<file path="src/rtl/iot_event_encoder_pkg.sv">
// Shared definitions for the IoT event encoder slice.
//   CNT_W    width of the monitor's active-device count
//   MAX_DEV  largest device population the count can represent
//   EVT_INC / EVT_DEC  on_off encodings for device-up / device-down events
//   evt_t    one reported event {change, on_off, dev_id}
//   cnt_step helper: one non-wrapping step of an active-device count
package iot_pkg;

  localparam int CNT_W   = 8;
  localparam int MAX_DEV = 255;

  localparam logic EVT_INC = 1'b1;
  localparam logic EVT_DEC = 1'b0;

  typedef struct packed {
    logic             change;
    logic             on_off;
    logic [CNT_W-1:0] dev_id;
  } evt_t;

  // Move the count one step in the event's direction, clamped to 0..lim.
  function automatic logic [CNT_W-1:0] cnt_step(input logic [CNT_W-1:0] cnt,
                                                input logic             dir,
                                                input logic [CNT_W-1:0] lim);
    logic [CNT_W-1:0] nxt;
    if (dir == EVT_INC) begin
      nxt = (cnt < lim) ? cnt + {{(CNT_W-1){1'b0}}, 1'b1} : cnt;
    end else begin
      nxt = (cnt != {CNT_W{1'b0}}) ? cnt - {{(CNT_W-1){1'b0}}, 1'b1} : cnt;
    end
    return nxt;
  endfunction

endpackage

</file>
<file path="src/rtl/iot_event_encoder_if.sv">
// Event bus between the device-status producer and the active-device monitor.
//   dev_status  per-device on/off level (1=on)
//   ready       downstream accepts an event this cycle
//   change      one-cycle event strobe
//   on_off      event direction (1=device up, 0=device down)
//   dev_id      device the event reports
//   pending     some device status is still unreported
//   active_cnt  local copy of the monitor count (only with IOT_MIRROR_CNT_EN)
// master: the encoder side; slave: the side supplying status/ready and consuming events.
interface iot_event_encoder_if #(
  parameter int N_DEV = 8,
  parameter int ID_W  = 8
);
  import iot_pkg::*;

  logic [N_DEV-1:0] dev_status;
  logic             ready;
  logic             change;
  logic             on_off;
  logic [ID_W-1:0]  dev_id;
  logic             pending;
`ifdef IOT_MIRROR_CNT_EN
  logic [CNT_W-1:0] active_cnt;

  modport master (input dev_status, ready,
                  output change, on_off, dev_id, pending, active_cnt);
  modport slave  (output dev_status, ready,
                  input change, on_off, dev_id, pending, active_cnt);
`else
  modport master (input dev_status, ready,
                  output change, on_off, dev_id, pending);
  modport slave  (output dev_status, ready,
                  input change, on_off, dev_id, pending);
`endif

endinterface

</file>
<file path="src/rtl/iot_event_encoder_rr_pick.sv">
// Combinational round-robin picker.
//   req      per-device request vector
//   start    index that has highest priority this cycle (must be < N_DEV)
//   gnt_vld  some request is set
//   gnt_idx  first set request at or after start, wrapping past N_DEV-1 to 0
//   gnt_oh   one-hot form of gnt_idx (all zero when gnt_vld=0)
module rr_pick #(
  parameter int N_DEV = 8,
  parameter int ID_W  = 8
) (
  input  logic [N_DEV-1:0] req,
  input  logic [ID_W-1:0]  start,
  output logic             gnt_vld,
  output logic [ID_W-1:0]  gnt_idx,
  output logic [N_DEV-1:0] gnt_oh
);

  int best_s;
  int best_dist_s;
  int dist_s;

  // Pick the requester with the smallest circular distance from start.
  always_comb begin
    gnt_vld     = 1'b0;
    best_s      = 0;
    best_dist_s = N_DEV;
    dist_s      = 0;
    gnt_oh      = {N_DEV{1'b0}};
    for (int i = 0; i < N_DEV; i++) begin
      dist_s = (i >= int'(start)) ? (i - int'(start)) : (i - int'(start) + N_DEV);
      if (req[i] && (dist_s < best_dist_s)) begin
        best_dist_s = dist_s;
        best_s      = i;
        gnt_vld     = 1'b1;
      end else begin
        best_dist_s = best_dist_s;
      end
    end
    gnt_idx = ID_W'(best_s);
    for (int i = 0; i < N_DEV; i++) begin
      gnt_oh[i] = gnt_vld & (best_s == i);
    end
  end

endmodule

</file>
<file path="src/rtl/iot_event_encoder.sv">
// Device-side event producer for the active-IoT-devices monitor.
// Compares the live device status vector against a snapshot of what has
// already been reported and emits at most one change/on_off event per cycle,
// serialising simultaneous changes in round-robin order so that the
// monitor's count follows popcount(dev_status).
//   clk   single clock, all state updates on its rising edge
//   rst   synchronous active-high reset
//   bus   iot_event_encoder_if master: dev_status/ready in; change, on_off,
//         dev_id (registered) and pending (combinational) out
// Optional feature macro IOT_MIRROR_CNT_EN adds bus.active_cnt, a registered
// local copy of the monitor count.
module iot_event_encoder #(
  parameter int N_DEV = 8,
  parameter int ID_W  = 8
) (
  input  logic                clk,
  input  logic                rst,
  iot_event_encoder_if.master bus
);
  import iot_pkg::*;

  logic [N_DEV-1:0] reported_r;
  logic [ID_W-1:0]  rr_ptr_r;
  logic             change_r;
  logic             on_off_r;
  logic [ID_W-1:0]  dev_id_r;

  logic [N_DEV-1:0] mismatch_s;
  logic             gnt_vld_s;
  logic [ID_W-1:0]  gnt_idx_s;
  logic [N_DEV-1:0] gnt_oh_s;
  logic             grant_s;
  logic             gnt_lvl_s;
  logic [ID_W-1:0]  next_ptr_s;

  // A toggle that returns to its reported level before being granted
  // cancels itself here, so it never produces an event.
  assign mismatch_s = bus.dev_status ^ reported_r;

  rr_pick #(.N_DEV(N_DEV), .ID_W(ID_W)) u_pick (
    .req     (mismatch_s),
    .start   (rr_ptr_r),
    .gnt_vld (gnt_vld_s),
    .gnt_idx (gnt_idx_s),
    .gnt_oh  (gnt_oh_s)
  );

  assign grant_s    = bus.ready & gnt_vld_s;
  assign gnt_lvl_s  = |(bus.dev_status & gnt_oh_s);
  // Pointer moves just past the winner so every other pending device is
  // served before the winner can be granted again.
  assign next_ptr_s = (gnt_idx_s == ID_W'(N_DEV - 1)) ? {ID_W{1'b0}}
                                                      : gnt_idx_s + ID_W'(1);

  // Event output registers, reported snapshot and round-robin pointer.
  always_ff @(posedge clk) begin
    if (rst) begin
      change_r   <= 1'b0;
      on_off_r   <= 1'b0;
      dev_id_r   <= {ID_W{1'b0}};
      reported_r <= {N_DEV{1'b0}};
      rr_ptr_r   <= {ID_W{1'b0}};
    end else if (grant_s) begin
      change_r   <= 1'b1;
      on_off_r   <= gnt_lvl_s;
      dev_id_r   <= gnt_idx_s;
      reported_r <= (reported_r & ~gnt_oh_s) | (bus.dev_status & gnt_oh_s);
      rr_ptr_r   <= next_ptr_s;
    end else begin
      change_r   <= 1'b0;
    end
  end

  assign bus.change  = change_r;
  assign bus.on_off  = on_off_r;
  assign bus.dev_id  = dev_id_r;
  assign bus.pending = |mismatch_s;

`ifdef IOT_MIRROR_CNT_EN
  logic [CNT_W-1:0] active_cnt_r;

  // Mirror of the monitor count, stepped by the event being issued.
  always_ff @(posedge clk) begin
    if (rst) begin
      active_cnt_r <= {CNT_W{1'b0}};
    end else if (grant_s) begin
      active_cnt_r <= cnt_step(active_cnt_r, gnt_lvl_s, CNT_W'(N_DEV));
    end else begin
      active_cnt_r <= active_cnt_r;
    end
  end

  assign bus.active_cnt = active_cnt_r;
`endif

endmodule

</file>
<file path="src/flat_wrapper.sv">
// flat-port wrapper written by rule: the top's interface ports become plain ports
module iot_event_encoder_flat import iot_pkg::*;
#(
  parameter int N_DEV = 8,
  parameter int ID_W  = 8
)
  (clk, rst, bus_dev_status, bus_ready, bus_change, bus_on_off, bus_dev_id, bus_pending);
  iot_event_encoder_if #(.N_DEV(N_DEV), .ID_W(ID_W)) bus_i ();
  input  logic clk;
  input  logic rst;
  input wire logic [$bits(bus_i.dev_status)-1:0] bus_dev_status;
  input wire logic [$bits(bus_i.ready)-1:0] bus_ready;
  output wire logic [$bits(bus_i.change)-1:0] bus_change;
  output wire logic [$bits(bus_i.on_off)-1:0] bus_on_off;
  output wire logic [$bits(bus_i.dev_id)-1:0] bus_dev_id;
  output wire logic [$bits(bus_i.pending)-1:0] bus_pending;
  assign bus_i.dev_status = bus_dev_status;
  assign bus_i.ready = bus_ready;
  assign bus_change = bus_i.change;
  assign bus_on_off = bus_i.on_off;
  assign bus_dev_id = bus_i.dev_id;
  assign bus_pending = bus_i.pending;
  iot_event_encoder #(.N_DEV(N_DEV), .ID_W(ID_W)) u_core (.clk(clk), .rst(rst), .bus(bus_i));
endmodule
</file>
<file path="config.mk">
export PLATFORM = sky130hd
export DESIGN_NAME = iot_event_encoder_flat
export DESIGN_NICKNAME = d
export VERILOG_FILES = /design/src/rtl/iot_event_encoder_pkg.sv /design/src/rtl/iot_event_encoder_if.sv /design/src/rtl/iot_event_encoder_rr_pick.sv /design/src/rtl/iot_event_encoder.sv /design/src/flat_wrapper.sv
export SDC_FILE = /design/constraint.sdc
export NUM_CORES = 1
export LEC_CHECK = 0
export ABC_AREA = 1
export CAP_MARGIN = 20
export CORE_MARGIN = 5
export CORE_UTILIZATION = 52
export CTS_CLUSTER_DIAMETER = 150
export DETAILED_ROUTE_END_ITERATION = 6
export GPL_TIMING_DRIVEN = 0
export HOLD_SLACK_MARGIN = 0.06
export PLACE_DENSITY = 0.71
export RECOVER_POWER = 25
export SETUP_SLACK_MARGIN = 0.2
export SLEW_MARGIN = 40
export SYNTH_ARGS = -nofsm -noshare
export SYNTH_HDL_FRONTEND = slang
export SYNTH_SLANG_ARGS = --single-unit
</file>
<file path="constraint.sdc">
create_clock -name clk -period 24.9 [get_ports clk]
set_clock_uncertainty 0.2 [all_clocks]
set_input_delay 4.98 -clock clk [delete_from_list [all_inputs] [get_ports clk]]
set_output_delay 4.98 -clock clk [all_outputs]
set_load 0.05 [all_outputs]
</file>
==> results.toml <==
[setup_path]
arrival_ps = 18690
cp-end-kind = "flip-flop"
slowest_delay_ps = 540
crit_path_frequent_cell = "nand2_1"
path_class = "input pin to flip-flop"
worstPathRequired_ps = 24900
cpMaxStageDelayCell = "clkdlybuf4s50_1"
critPathLaunchType = "input pin"
cp_max_fo = 10

[global_route]
grt.total_usage = 0.218
grt_max_degree = 13
grt_overflow = 0
grt_pass1_vias = 4253
grt_pass1_wl_um = 18600
antenna_found_initial = 0

[logic_synthesis]
synthMostInstantiatedCell = "nand2_1"
synth_top_family_by_area = "simple AND/OR/NAND/NOR gates"
synth_compound_area_frac = 0.159
synthAdderAreaFrac = 0.273
synth_area_leaders = "ha_1 26%, nand2_1 20%, inv_1 8.3%, dfxtp_1 8.0%, o21ai_0 7.0%"
ys_seq_area_frac = 0.0796
synth_top_area_frac = 0.263
yosysWarnings = 0
avgSynthCellArea_sq_um = 6.00
async_reset_ff_frac = 0
synth_simple_gate_area_frac = 0.336
synth_top_area_cell = "ha_1"
synth_edf_count = 0
synth_common_cells = "228 x nand2_1, 95 x inv_1, 90 x ha_1"
ys_seq_elements = 17
ys.flop_type = "dfxtp_1"
syn_inst = 712
syn_area_sq_mm = 0.00428
synth_xor_area_frac = 0.0348
ys_types = 34
synthMuxAreaShare = 0

[sta]
relSlewSlack = 0.628
finalCriticalPeriod_ps = 18700
hold_viol = 0
drv_slew = 0
finalSetupViolCount = 0
rsz0062_at_grt = "false"
worst_pin_slew_ps = 557
fmax_ghz = 0.0535
period_share = 0.751
setup_tns_ps = 0

[floorplanning]
rows = 33
core_area_sq_mm = 0.00809
fp.dieH_um = 101
dieArea_sq_mm = 0.0101
io_pins = 22
initial_core_util = 0.528
die_w_um = 101

[routing]
ant_nets = 0
drc = 0
routedWlPerCell_um = 12.4
vias = 4444
first_pass_iters = 5
wl_um = 10500
vias_per_cell = 5.25
drtIter0Drc = 224

[finish]
final_nets = 846
synthToLayoutAreaGrowth_pct = 8.63
drive_gt1_frac = 0.0620
fillers = 859
seqCellArea_sq_um = 340
multiInputGateArea_sq_mm = 0.00348
diodes = 0

[min_path]
hold_class = "flip-flop to flip-flop"

[placement]
dp.final_hpwl_um = 8990
gp_congestion = 0.894
io_buffers = 15

[cts]
cts_sinks = 17
post_cts_buffers = 0
cts_tree = "built"
cts_buffers = 3
htreeDepth = 1
clk_latency_ps = 260
clockRootBuffer = "clkbuf_8"
cts_buffer_depth = 2
cts_hold_buf = 0
post_cts_resized = 0
path_clk_slew_ps = 70

[status]
status = "completed"

[flow_run]
max_cap_violations = 0
-- area by class of cell --
cell class,count,area share
clock buffers,3,0.00889
flip-flops and latches,17,0.0733
inverters,98,0.0792
well taps,105,0.0283
multi-input cells,586,0.749
clock inverters,1,0.00108
plain buffers,22,0.0283
repair buffers,15,0.0323
-- path summary, 6_finish.rpt --
kind / from / endpoint / slack [ps] / cells past startpoint
hold / removal: u_core.bus.dev_id[2]$_SDFFE_PP0P_ / u_core.bus.dev_id[2]$_SDFFE_PP0P_ / 260 / 2
hold reg to reg: u_core.bus.dev_id[2]$_SDFFE_PP0P_ / u_core.bus.dev_id[2]$_SDFFE_PP0P_ / 260 / 2
setup / recovery: bus_dev_status[0] / u_core.rr_ptr_r[1]$_SDFFE_PP0P_ / 6200 / 102
setup reg to reg: u_core.rr_ptr_r[2]$_SDFFE_PP0P_ / u_core.rr_ptr_r[1]$_SDFFE_PP0P_ / 9480 / 106
-- layout by cell type, fill, tap and decap left out, drive strengths merged --
master / Yosys / final
conb: 1 / 12
or2: 3 / 3
nor3: 4 / 4
fa: 2 / 2
dlygate4sd3: 0 / 5
nor2: 42 / 42
ha: 90 / 90
a31oi: 2 / 2
nand3: 40 / 40
a21oi: 42 / 42
clkinv: 1 / 2
xnor2: 6 / 6
buf: 13 / 13
a211oi: 7 / 7
dfxtp: 17 / 17
nand2: 243 / 243
nand4: 6 / 6
inv: 97 / 97
nor4: 2 / 2
clkbuf: 9 / 12
clkdlybuf4s50: 0 / 10
o21a: 6 / 6
xor2: 11 / 11
o21ai: 68 / 68
-- worst max-delay path: cells and delay by family --
kind                       cells  cell delay, ps
and+or+nand+nor               65            5360
adders and majority gates      9            2620
buffers and inverters         13            2840
AOI/OAI and AO/OA             15            2840
-- kinds of logic (layout without fill, tap and decap cells) --
group	count (synthesis)	after routing
AND/OR/NAND/NOR	340	340
AO/OA/AOI/OAI	125	125
other	1	12
flip-flops	17	17
buffers and inverters	120	139
XOR/XNOR	17	17
adder cells (fa/ha/maj)	92	92
-- routing by layer --
| layer | global-route usage | wire length [um] |
|---|---|---|
| met5 | 0 | 0 |
| met4 | 0.0560 | 210 |
| met3 | 0.0187 | 429 |
| met2 | 0.378 | 4830 |
| met1 | 0.289 | 5020 |
-- per-stage QoR --
step | cells | utilization | worst slack, ps | cell area, sq um | hold WS (ps)
2_1_floorplan | 723 | - | 8870 | 4320 | 236
3_3_place_gp | 843 | 0.568 | 6250 | 4600 | 247
3_5_place_dp | 843 | 0.568 | 6030 | 4600 | 255
4_1_cts | 847 | 0.574 | 6240 | 4640 | 264
5_1_grt | 847 | 0.574 | 4700 | 4640 | 271
6_report | 847 | 0.574 | 6200 | 4640 | 262
Power is left out: the tool's default activity adds up to more than one toggle a clock period on the data nets, which glitch-free logic cannot reach.
